`src/rtl/lc4_enc_pkg.sv`:
```
// LC4 encoder shared types: operation enum, opcode constants, immediate range helpers.
// Latency: n/a (types and pure functions only).
// Backpressure: n/a.
package lc4_enc_pkg;

  typedef enum logic [4:0] {
    OP_ADD, OP_MUL, OP_SUB, OP_DIV, OP_ADDI,
    OP_AND, OP_NOT, OP_OR, OP_XOR, OP_ANDI,
    OP_CMP, OP_CMPU, OP_CMPI, OP_CMPIU,
    OP_SLL, OP_SRA, OP_SRL, OP_MOD,
    OP_LDR, OP_STR, OP_BR, OP_NOP,
    OP_JSR, OP_JMP, OP_JSRR, OP_JMPR, OP_RTI,
    OP_CONST, OP_HICONST, OP_TRAP, OP_LI
  } op_t;

  // Primary opcodes, bits [15:12]
  localparam logic [3:0] OPC_BR      = 4'b0000;
  localparam logic [3:0] OPC_ARITH   = 4'b0001;
  localparam logic [3:0] OPC_CMP     = 4'b0010;
  localparam logic [3:0] OPC_LOGIC   = 4'b0101;
  localparam logic [3:0] OPC_LDR     = 4'b0110;
  localparam logic [3:0] OPC_STR     = 4'b0111;
  localparam logic [3:0] OPC_CONST   = 4'b1001;
  localparam logic [3:0] OPC_SHIFT   = 4'b1010;
  localparam logic [3:0] OPC_HICONST = 4'b1101;
  localparam logic [3:0] OPC_TRAP    = 4'b1111;

  // Jump-class opcodes, bits [15:11]
  localparam logic [4:0] OPC_JSR  = 5'b01001;
  localparam logic [4:0] OPC_JSRR = 5'b01000;
  localparam logic [4:0] OPC_JMP  = 5'b11001;
  localparam logic [4:0] OPC_JMPR = 5'b11000;

  localparam logic [15:0] INSN_RTI = 16'h8000;

  // Immediate field widths
  localparam int IMM5_W  = 5;
  localparam int IMM6_W  = 6;
  localparam int IMM7_W  = 7;
  localparam int IMM4_W  = 4;
  localparam int IMM8_W  = 8;
  localparam int IMM9_W  = 9;
  localparam int IMM11_W = 11;

  // True when v equals the sign-extension of its low n bits
  function automatic logic fits_signed(input logic [15:0] v, input int n);
    logic [15:0] hi;
    hi = 16'($signed(v) >>> (n - 1));
    return (hi == 16'h0000) || (hi == 16'hFFFF);
  endfunction

  // True when every bit above the low n bits is zero
  function automatic logic fits_unsigned(input logic [15:0] v, input int n);
    return (v >> n) == 16'h0000;
  endfunction

endpackage

```
`src/rtl/lc4_field_pack.sv`:
```
// Combinational LC4 field packer: (op, rd, rs, rt, imm) -> (insn, err).
// Latency: 0 cycles, pure combinational.
// Backpressure: none; the caller owns the handshake. LI yields its first (CONST) word.
module lc4_field_pack
  import lc4_enc_pkg::*;
(
  input  op_t         i_op,
  input  logic [2:0]  i_rd,
  input  logic [2:0]  i_rs,
  input  logic [2:0]  i_rt,
  input  logic [15:0] i_imm,
  output logic [15:0] o_insn,
  output logic        o_err
);

  // Pack fields per operation; out-of-range immediates keep their low bits and flag err
  always_comb begin
    o_insn = 16'h0000;
    o_err  = 1'b0;
    case (i_op)
      OP_ADD:  o_insn = {OPC_ARITH, i_rd, i_rs, 3'b000, i_rt};
      OP_MUL:  o_insn = {OPC_ARITH, i_rd, i_rs, 3'b001, i_rt};
      OP_SUB:  o_insn = {OPC_ARITH, i_rd, i_rs, 3'b010, i_rt};
      OP_DIV:  o_insn = {OPC_ARITH, i_rd, i_rs, 3'b011, i_rt};
      OP_ADDI: begin
        o_insn = {OPC_ARITH, i_rd, i_rs, 1'b1, i_imm[4:0]};
        o_err  = !fits_signed(i_imm, IMM5_W);
      end
      OP_AND:  o_insn = {OPC_LOGIC, i_rd, i_rs, 3'b000, i_rt};
      OP_NOT:  o_insn = {OPC_LOGIC, i_rd, i_rs, 3'b001, 3'b000};
      OP_OR:   o_insn = {OPC_LOGIC, i_rd, i_rs, 3'b010, i_rt};
      OP_XOR:  o_insn = {OPC_LOGIC, i_rd, i_rs, 3'b011, i_rt};
      OP_ANDI: begin
        o_insn = {OPC_LOGIC, i_rd, i_rs, 1'b1, i_imm[4:0]};
        o_err  = !fits_signed(i_imm, IMM5_W);
      end
      // Compares carry their first operand in the rd slot
      OP_CMP:  o_insn = {OPC_CMP, i_rs, 2'b00, 4'b0000, i_rt};
      OP_CMPU: o_insn = {OPC_CMP, i_rs, 2'b01, 4'b0000, i_rt};
      OP_CMPI: begin
        o_insn = {OPC_CMP, i_rs, 2'b10, i_imm[6:0]};
        o_err  = !fits_signed(i_imm, IMM7_W);
      end
      OP_CMPIU: begin
        o_insn = {OPC_CMP, i_rs, 2'b11, i_imm[6:0]};
        o_err  = !fits_unsigned(i_imm, IMM7_W);
      end
      OP_SLL: begin
        o_insn = {OPC_SHIFT, i_rd, i_rs, 2'b00, i_imm[3:0]};
        o_err  = !fits_unsigned(i_imm, IMM4_W);
      end
      OP_SRA: begin
        o_insn = {OPC_SHIFT, i_rd, i_rs, 2'b01, i_imm[3:0]};
        o_err  = !fits_unsigned(i_imm, IMM4_W);
      end
      OP_SRL: begin
        o_insn = {OPC_SHIFT, i_rd, i_rs, 2'b10, i_imm[3:0]};
        o_err  = !fits_unsigned(i_imm, IMM4_W);
      end
      OP_MOD:  o_insn = {OPC_SHIFT, i_rd, i_rs, 2'b11, 1'b0, i_rt};
      OP_LDR: begin
        o_insn = {OPC_LDR, i_rd, i_rs, i_imm[5:0]};
        o_err  = !fits_signed(i_imm, IMM6_W);
      end
      // Store data register sits in the rd slot
      OP_STR: begin
        o_insn = {OPC_STR, i_rt, i_rs, i_imm[5:0]};
        o_err  = !fits_signed(i_imm, IMM6_W);
      end
      OP_BR: begin
        o_insn = {OPC_BR, i_rd, i_imm[8:0]};
        o_err  = !fits_signed(i_imm, IMM9_W);
      end
      OP_NOP:  o_insn = 16'h0000;
      OP_JSR: begin
        o_insn = {OPC_JSR, i_imm[10:0]};
        o_err  = !fits_signed(i_imm, IMM11_W);
      end
      OP_JMP: begin
        o_insn = {OPC_JMP, i_imm[10:0]};
        o_err  = !fits_signed(i_imm, IMM11_W);
      end
      OP_JSRR: o_insn = {OPC_JSRR, 2'b00, i_rs, 6'b000000};
      OP_JMPR: o_insn = {OPC_JMPR, 2'b00, i_rs, 6'b000000};
      OP_RTI:  o_insn = INSN_RTI;
      OP_CONST: begin
        o_insn = {OPC_CONST, i_rd, i_imm[8:0]};
        o_err  = !fits_signed(i_imm, IMM9_W);
      end
      OP_HICONST: begin
        o_insn = {OPC_HICONST, i_rd, 1'b1, i_imm[7:0]};
        o_err  = !fits_unsigned(i_imm, IMM8_W);
      end
      OP_TRAP: begin
        o_insn = {OPC_TRAP, 4'b0000, i_imm[7:0]};
        o_err  = !fits_unsigned(i_imm, IMM8_W);
      end
      // LI first word: whole value if it fits simm9, else the sign-extended low byte
      OP_LI: begin
        if (fits_signed(i_imm, IMM9_W)) begin
          o_insn = {OPC_CONST, i_rd, i_imm[8:0]};
        end else begin
          o_insn = {OPC_CONST, i_rd, i_imm[7], i_imm[7:0]};
        end
      end
      default: begin
        o_insn = 16'h0000;
        o_err  = 1'b1;
      end
    endcase
  end

endmodule

```
`src/rtl/lc4_encoder.sv`:
```
// Streaming LC4 encoder: op records in, packed 16-bit words out; LI may expand to two words.
// Latency: 1 cycle from accepted record to out_insn; HICONST of a two-word LI follows one beat later.
// Backpressure: in_ready drops while a word is stalled or a HICONST is pending; output held stable.
module lc4_encoder
  import lc4_enc_pkg::*;
#(
  parameter int COUNT_W = 16
) (
  input  logic               clk,
  input  logic               rst,
  input  logic               in_valid,
  output logic               in_ready,
  input  logic [4:0]         in_op,
  input  logic [2:0]         in_rd,
  input  logic [2:0]         in_rs,
  input  logic [2:0]         in_rt,
  input  logic [15:0]        in_imm,
  output logic               out_valid,
  input  logic               out_ready,
  output logic [15:0]        out_insn,
  output logic               out_err,
  output logic [COUNT_W-1:0] word_count
);

  typedef enum logic {ST_IDLE, ST_HI_PEND} state_t;

  state_t             r_state;
  logic               r_out_vld;
  logic [15:0]        r_out_insn;
  logic               r_out_err;
  logic [15:0]        r_hi_insn;
  logic [COUNT_W-1:0] r_count;

  op_t         w_op;
  logic [15:0] w_pk_insn;
  logic        w_pk_err;
  logic        w_take;
  logic        w_acc;
  logic        w_li_two;
  logic [15:0] w_hi_insn;

  assign w_op = op_t'(in_op);

  lc4_field_pack u_pack (
    .i_op   (w_op),
    .i_rd   (in_rd),
    .i_rs   (in_rs),
    .i_rt   (in_rt),
    .i_imm  (in_imm),
    .o_insn (w_pk_insn),
    .o_err  (w_pk_err)
  );

  // Ready depends only on registered state and out_ready, so no in_valid->out path exists
  assign in_ready  = !rst && (r_state == ST_IDLE) && (!r_out_vld || out_ready);
  assign w_acc     = in_valid && in_ready;
  assign w_take    = r_out_vld && out_ready;
  assign w_li_two  = (w_op == OP_LI) && !fits_signed(in_imm, IMM9_W);
  assign w_hi_insn = {OPC_HICONST, in_rd, 1'b1, in_imm[15:8]};

  // Output register, LI expansion FSM and accepted-word counter
  always_ff @(posedge clk or posedge rst) begin
    if (rst) begin
      r_state    <= ST_IDLE;
      r_out_vld  <= 1'b0;
      r_out_insn <= 16'h0000;
      r_out_err  <= 1'b0;
      r_hi_insn  <= 16'h0000;
      r_count    <= '0;
    end else begin
      if (w_take) begin
        r_count <= r_count + COUNT_W'(1);
      end
      case (r_state)
        ST_IDLE: begin
          if (w_acc) begin
            r_out_vld  <= 1'b1;
            r_out_insn <= w_pk_insn;
            r_out_err  <= w_pk_err;
            if (w_li_two) begin
              r_hi_insn <= w_hi_insn;
              r_state   <= ST_HI_PEND;
            end
          end else if (w_take) begin
            r_out_vld <= 1'b0;
          end
        end
        ST_HI_PEND: begin
          // CONST word is presented; swap in HICONST once it is consumed
          if (w_take) begin
            r_out_insn <= r_hi_insn;
            r_out_err  <= 1'b0;
            r_state    <= ST_IDLE;
          end
        end
        default: r_state <= ST_IDLE;
      endcase
    end
  end

  assign out_valid  = r_out_vld;
  assign out_insn   = r_out_insn;
  assign out_err    = r_out_err;
  assign word_count = r_count;

endmodule

```
`config.mk`:
```
export PLATFORM = sky130hd
export DESIGN_NAME = lc4_encoder
export DESIGN_NICKNAME = d
export VERILOG_FILES = /design/src/rtl/lc4_enc_pkg.sv /design/src/rtl/lc4_field_pack.sv /design/src/rtl/lc4_encoder.sv
export SDC_FILE = /design/constraint.sdc
export NUM_CORES = 1
export LEC_CHECK = 0
export CAP_MARGIN = 20
export CORE_MARGIN = 2
export CORE_UTILIZATION = 43
export CTS_BUF_LIST = sky130_fd_sc_hd__clkbuf_4
export DETAILED_ROUTE_END_ITERATION = 10
export DONT_BUFFER_PORTS = 1
export PLACE_DENSITY = 0.6
export SLEW_MARGIN = 20
export SYNTH_ARGS = -nofsm -noshare
export SYNTH_HDL_FRONTEND = slang
export SYNTH_SLANG_ARGS = --single-unit
```
`constraint.sdc`:
```
create_clock -name clk -period 3.3 [get_ports clk]
set_clock_uncertainty 0.1 [all_clocks]
set_input_delay 0.165 -clock clk [delete_from_list [all_inputs] [get_ports clk]]
set_output_delay 0.165 -clock clk [all_outputs]
set_load 0.1 [all_outputs]
```
==> flow_summary.json <==
{
  "status": "finished clean",
  "fin_crit_sh_pct": 81.09,
  "setup_violations": 0,
  "reg2regPathDepth": 6,
  "synth.distinct_cells": 57,
  "dieArea_mm2": 0.007641,
  "grt_use_total_pct": 23.45,
  "cp.required_ns": 3.52,
  "grt_max_degree": 48,
  "worstSetupPathType": "register to register",
  "cts_resized": 0,
  "core-area_mm2": 0.006756,
  "initial_core_util_pct": 44.28,
  "fin_area_mm2": 0.003537,
  "relSlewSlack_pct": 33.90,
  "cp.arrival_ns": 2.90,
  "pwr-share-seq_pct": 49.1,
  "dp_hpwl_um": 6073,
  "dr.pass1.iters": 6,
  "period_needed_ns": 2.676,
  "dpl.cell_count": 426,
  "wirelength_um": 8779,
  "path_max_fanout": 24,
  "irDropWorstVdd_uv": 366.9,
  "critPathMaxStageDelay_ns": 0.75,
  "max_cap_violations": 0,
  "power.density_mw_per_mm2": 607.6,
  "r2r-start": "r_state",
  "finalWeightedCongestion": 0.8747,
  "grt_pass1_vias": 2669,
  "nets": 414,
  "instances_no_fill": 460,
  "ant_nets": 0,
  "vias": 2825,
  "drt-initial-drc-count": 337,
  "via_per_inst": 6.141,
  "slowest_stage": "a31oi_1",
  "clockBufferDepth": 2,
  "grt_pass1_wl_um": 13860,
  "numCtsBuffers": 5,
  "rows": 30,
  "ios": 69,
  "ys_ff_latch": 47,
  "whs_ns": 0.01571,
  "fmax_ghz": 0.3737,
  "synth_edf_count": 0,
  "fin_tns_setup_ns": 0,
  "async_flop_share_pct": 100.0,
  "power_frac_clock_pct": 19.9,
  "min_path_type": "input pin to register",
  "clk-insertion-delay-late_ns": 0.37,
  "cp_common_cell": "a31oi_1",
  "cp_cell_sequence": "buf_4, a31oi_1, or3_1, o22ai_1, a31oi_1, dlygate4sd3_1",
  "htreeDepth": 2,
  "fin_util_pct": 52.35,
  "timing.rr.end": "out_insn[8]",
  "sw_frac_of_total_pct": 48.84,
  "slew_violations": 0,
  "cts_sinks": 47,
  "drive_gt1_share_pct": 13.16,
  "synth_ff_type": "dfrtp_1",
  "syn_inst": 346,
  "critPathLaunchType": "register",
  "worstSetupEndpoint": "out_insn[8]",
  "power_frac_comb_pct": 31.0,
  "cp-startpoint": "r_state",
  "final_hold_viol_count": 0,
  "intPower_mw": 1.099,
  "gr-total-overflow": 0,
  "syn_area_per_cell_um2": 8.646,
  "p_switching_mw": 1.050,
  "leakagePower_nw": 1.522,
  "port-buffer-count": 0,
  "antenna_cells": 0,
  "area_delta_synth_final_pct": 18.23,
  "cts_tree": "done",
  "die_h_um": 87.41,
  "clkTransAtPathRegs_ns": 0.14,
  "die_w_um": 87.41,
  "cts_root_buf": "clkbuf_4",
  "synth_nets": 381,
  "syn_area_mm2": 0.002992,
  "rrSetupSlack_ns": 0.62,
  "rsz0062_at_grt": "no",
  "antenna_found_initial": 0,
  "wl_per_cell_um": 19.08,
  "yosysWarnings": 0,
  "tightestPinTransition_ns": 0.9869,
  "hold_buffers": 26,
  "post-cts-setup-buffers": 0,
  "drc": 0,
  "ys_seq_area_share_pct": 39.31,
  "worstSetupEndpointType": "register",
  "placed_area_mm2": 0.003171
}
-- sequential cells by signal, indices dropped and copies added, names as in the netlist --
name	count
out_insn	16
out_valid	1
word_count	16
r_state	1
r_hi_insn	12
out_err	1
-- synth_stat cells, types with 7 or more instances --
| master | instances | area share [%] |
|---|---|---|
| a21oi_1 | 31 | 5.2 |
| a22oi_1 | 7 | 1.8 |
| clkbuf_1 | 9 | 1.1 |
| dfrtp_1 | 47 | 39 |
| mux2_2 | 10 | 3.8 |
| nand2_1 | 29 | 3.6 |
| nand3_1 | 8 | 1.3 |
| nor2_1 | 40 | 5.0 |
| nor2b_1 | 9 | 1.9 |
| nor3_1 | 14 | 2.3 |
| o21ai_0 | 22 | 3.7 |
| xnor2_1 | 9 | 2.6 |
| xor2_1 | 7 | 2.0 |
-- layer usage --
metal  wire length [µm]  GRT usage, %  vias to the layer above
li1                   -             -                     1338
met1               3682         32.11                     1332
met2               4059         36.02                      139
met3                861         6.730                       16
met4                175         6.853                        0
met5                  0             0                        -
-- through the flow --
stage,total power [mW],setup WS [ns]
after floorplan,1.572,0.02496
after global placement,1.681,1.096
after detailed placement,1.690,1.046
after CTS,2.157,0.6770
after global routing,2.243,0.4771
final,2.149,0.6241
-- worst min path at each step --
stage / slack [ns] / startpoint / endpoint / depth (start not counted)
floorplan: 0.20 / in_imm[8] / r_hi_insn[0] / 1
global placement: 0.20 / in_imm[9] / r_hi_insn[1] / 1
detailed placement: 0.21 / in_imm[9] / r_hi_insn[1] / 1
CTS: 0.007 / in_op[1] / out_insn[14] / 3
global route: 0.009 / in_imm[6] / out_insn[6] / 3
finish: 0.02 / in_rd[1] / out_insn[10] / 3
-- power groups by stage --
stage,clock network (mW),registers (mW),logic (mW)
floorplan,0,1.33,0.246
global placement,0,1.06,0.619
detailed placement,0,1.07,0.625
CTS,0.438,1.05,0.665
global route,0.463,1.07,0.712
finish,0.428,1.05,0.666
-- worst max-delay path: cells and delay by family, from the launching register on --
kind | cells | cell delay, ns
AOI/OAI and AO/OA | 3 | 0.99
buffers and inverters | 2 | 0.80
DFF | 1 | 0.43
and+or+nand+nor | 1 | 0.32
-- final cells by class --
class                           count  area, µm²
Clock buffer                        5      37.54
Clock inverter                      3      67.56
Fill cell                         645       3219
Inverter                            5      20.02
Multi-Input combinational cell    272       1710
Sequential cell                    47       1176
Tap cell                           80      100.1
Timing Repair Buffer               48      425.4
-- kinds of logic after synthesis --
group / after synthesis / share of synthesized area, %
AO/OA/AOI/OAI: 108 / 24.05
XOR/XNOR: 16 / 4.684
adder cells (fa/ha/maj): 1 / 0.4182
buffers and inverters: 27 / 3.890
flip-flops: 47 / 39.31
multiplexers: 14 / 5.186
AND/OR/NAND/NOR: 133 / 22.46
-- layout by cell type (no fill, tap or decap), types with 3 or more instances in the layout --
cell / count
xor2_1: 7
or2_2: 3
a22oi_1: 7
mux2_2: 10
a221o_1: 6
nor3_1: 13
a21oi_1: 31
nor2_1: 40
o22ai_1: 5
nor2b_1: 9
or3_1: 4
nand2_1: 29
a31oi_1: 3
and3_1: 5
and4_1: 3
nand3_1: 8
buf_4: 22
dfrtp_1: 47
xnor2_1: 9
dlygate4sd3_1: 26
nand4_1: 4
o21ai_0: 22
clkbuf_4: 5
inv_1: 4
a221oi_1: 6
o21a_1: 5
o31ai_1: 3
(Power assumes the default switching activity.)
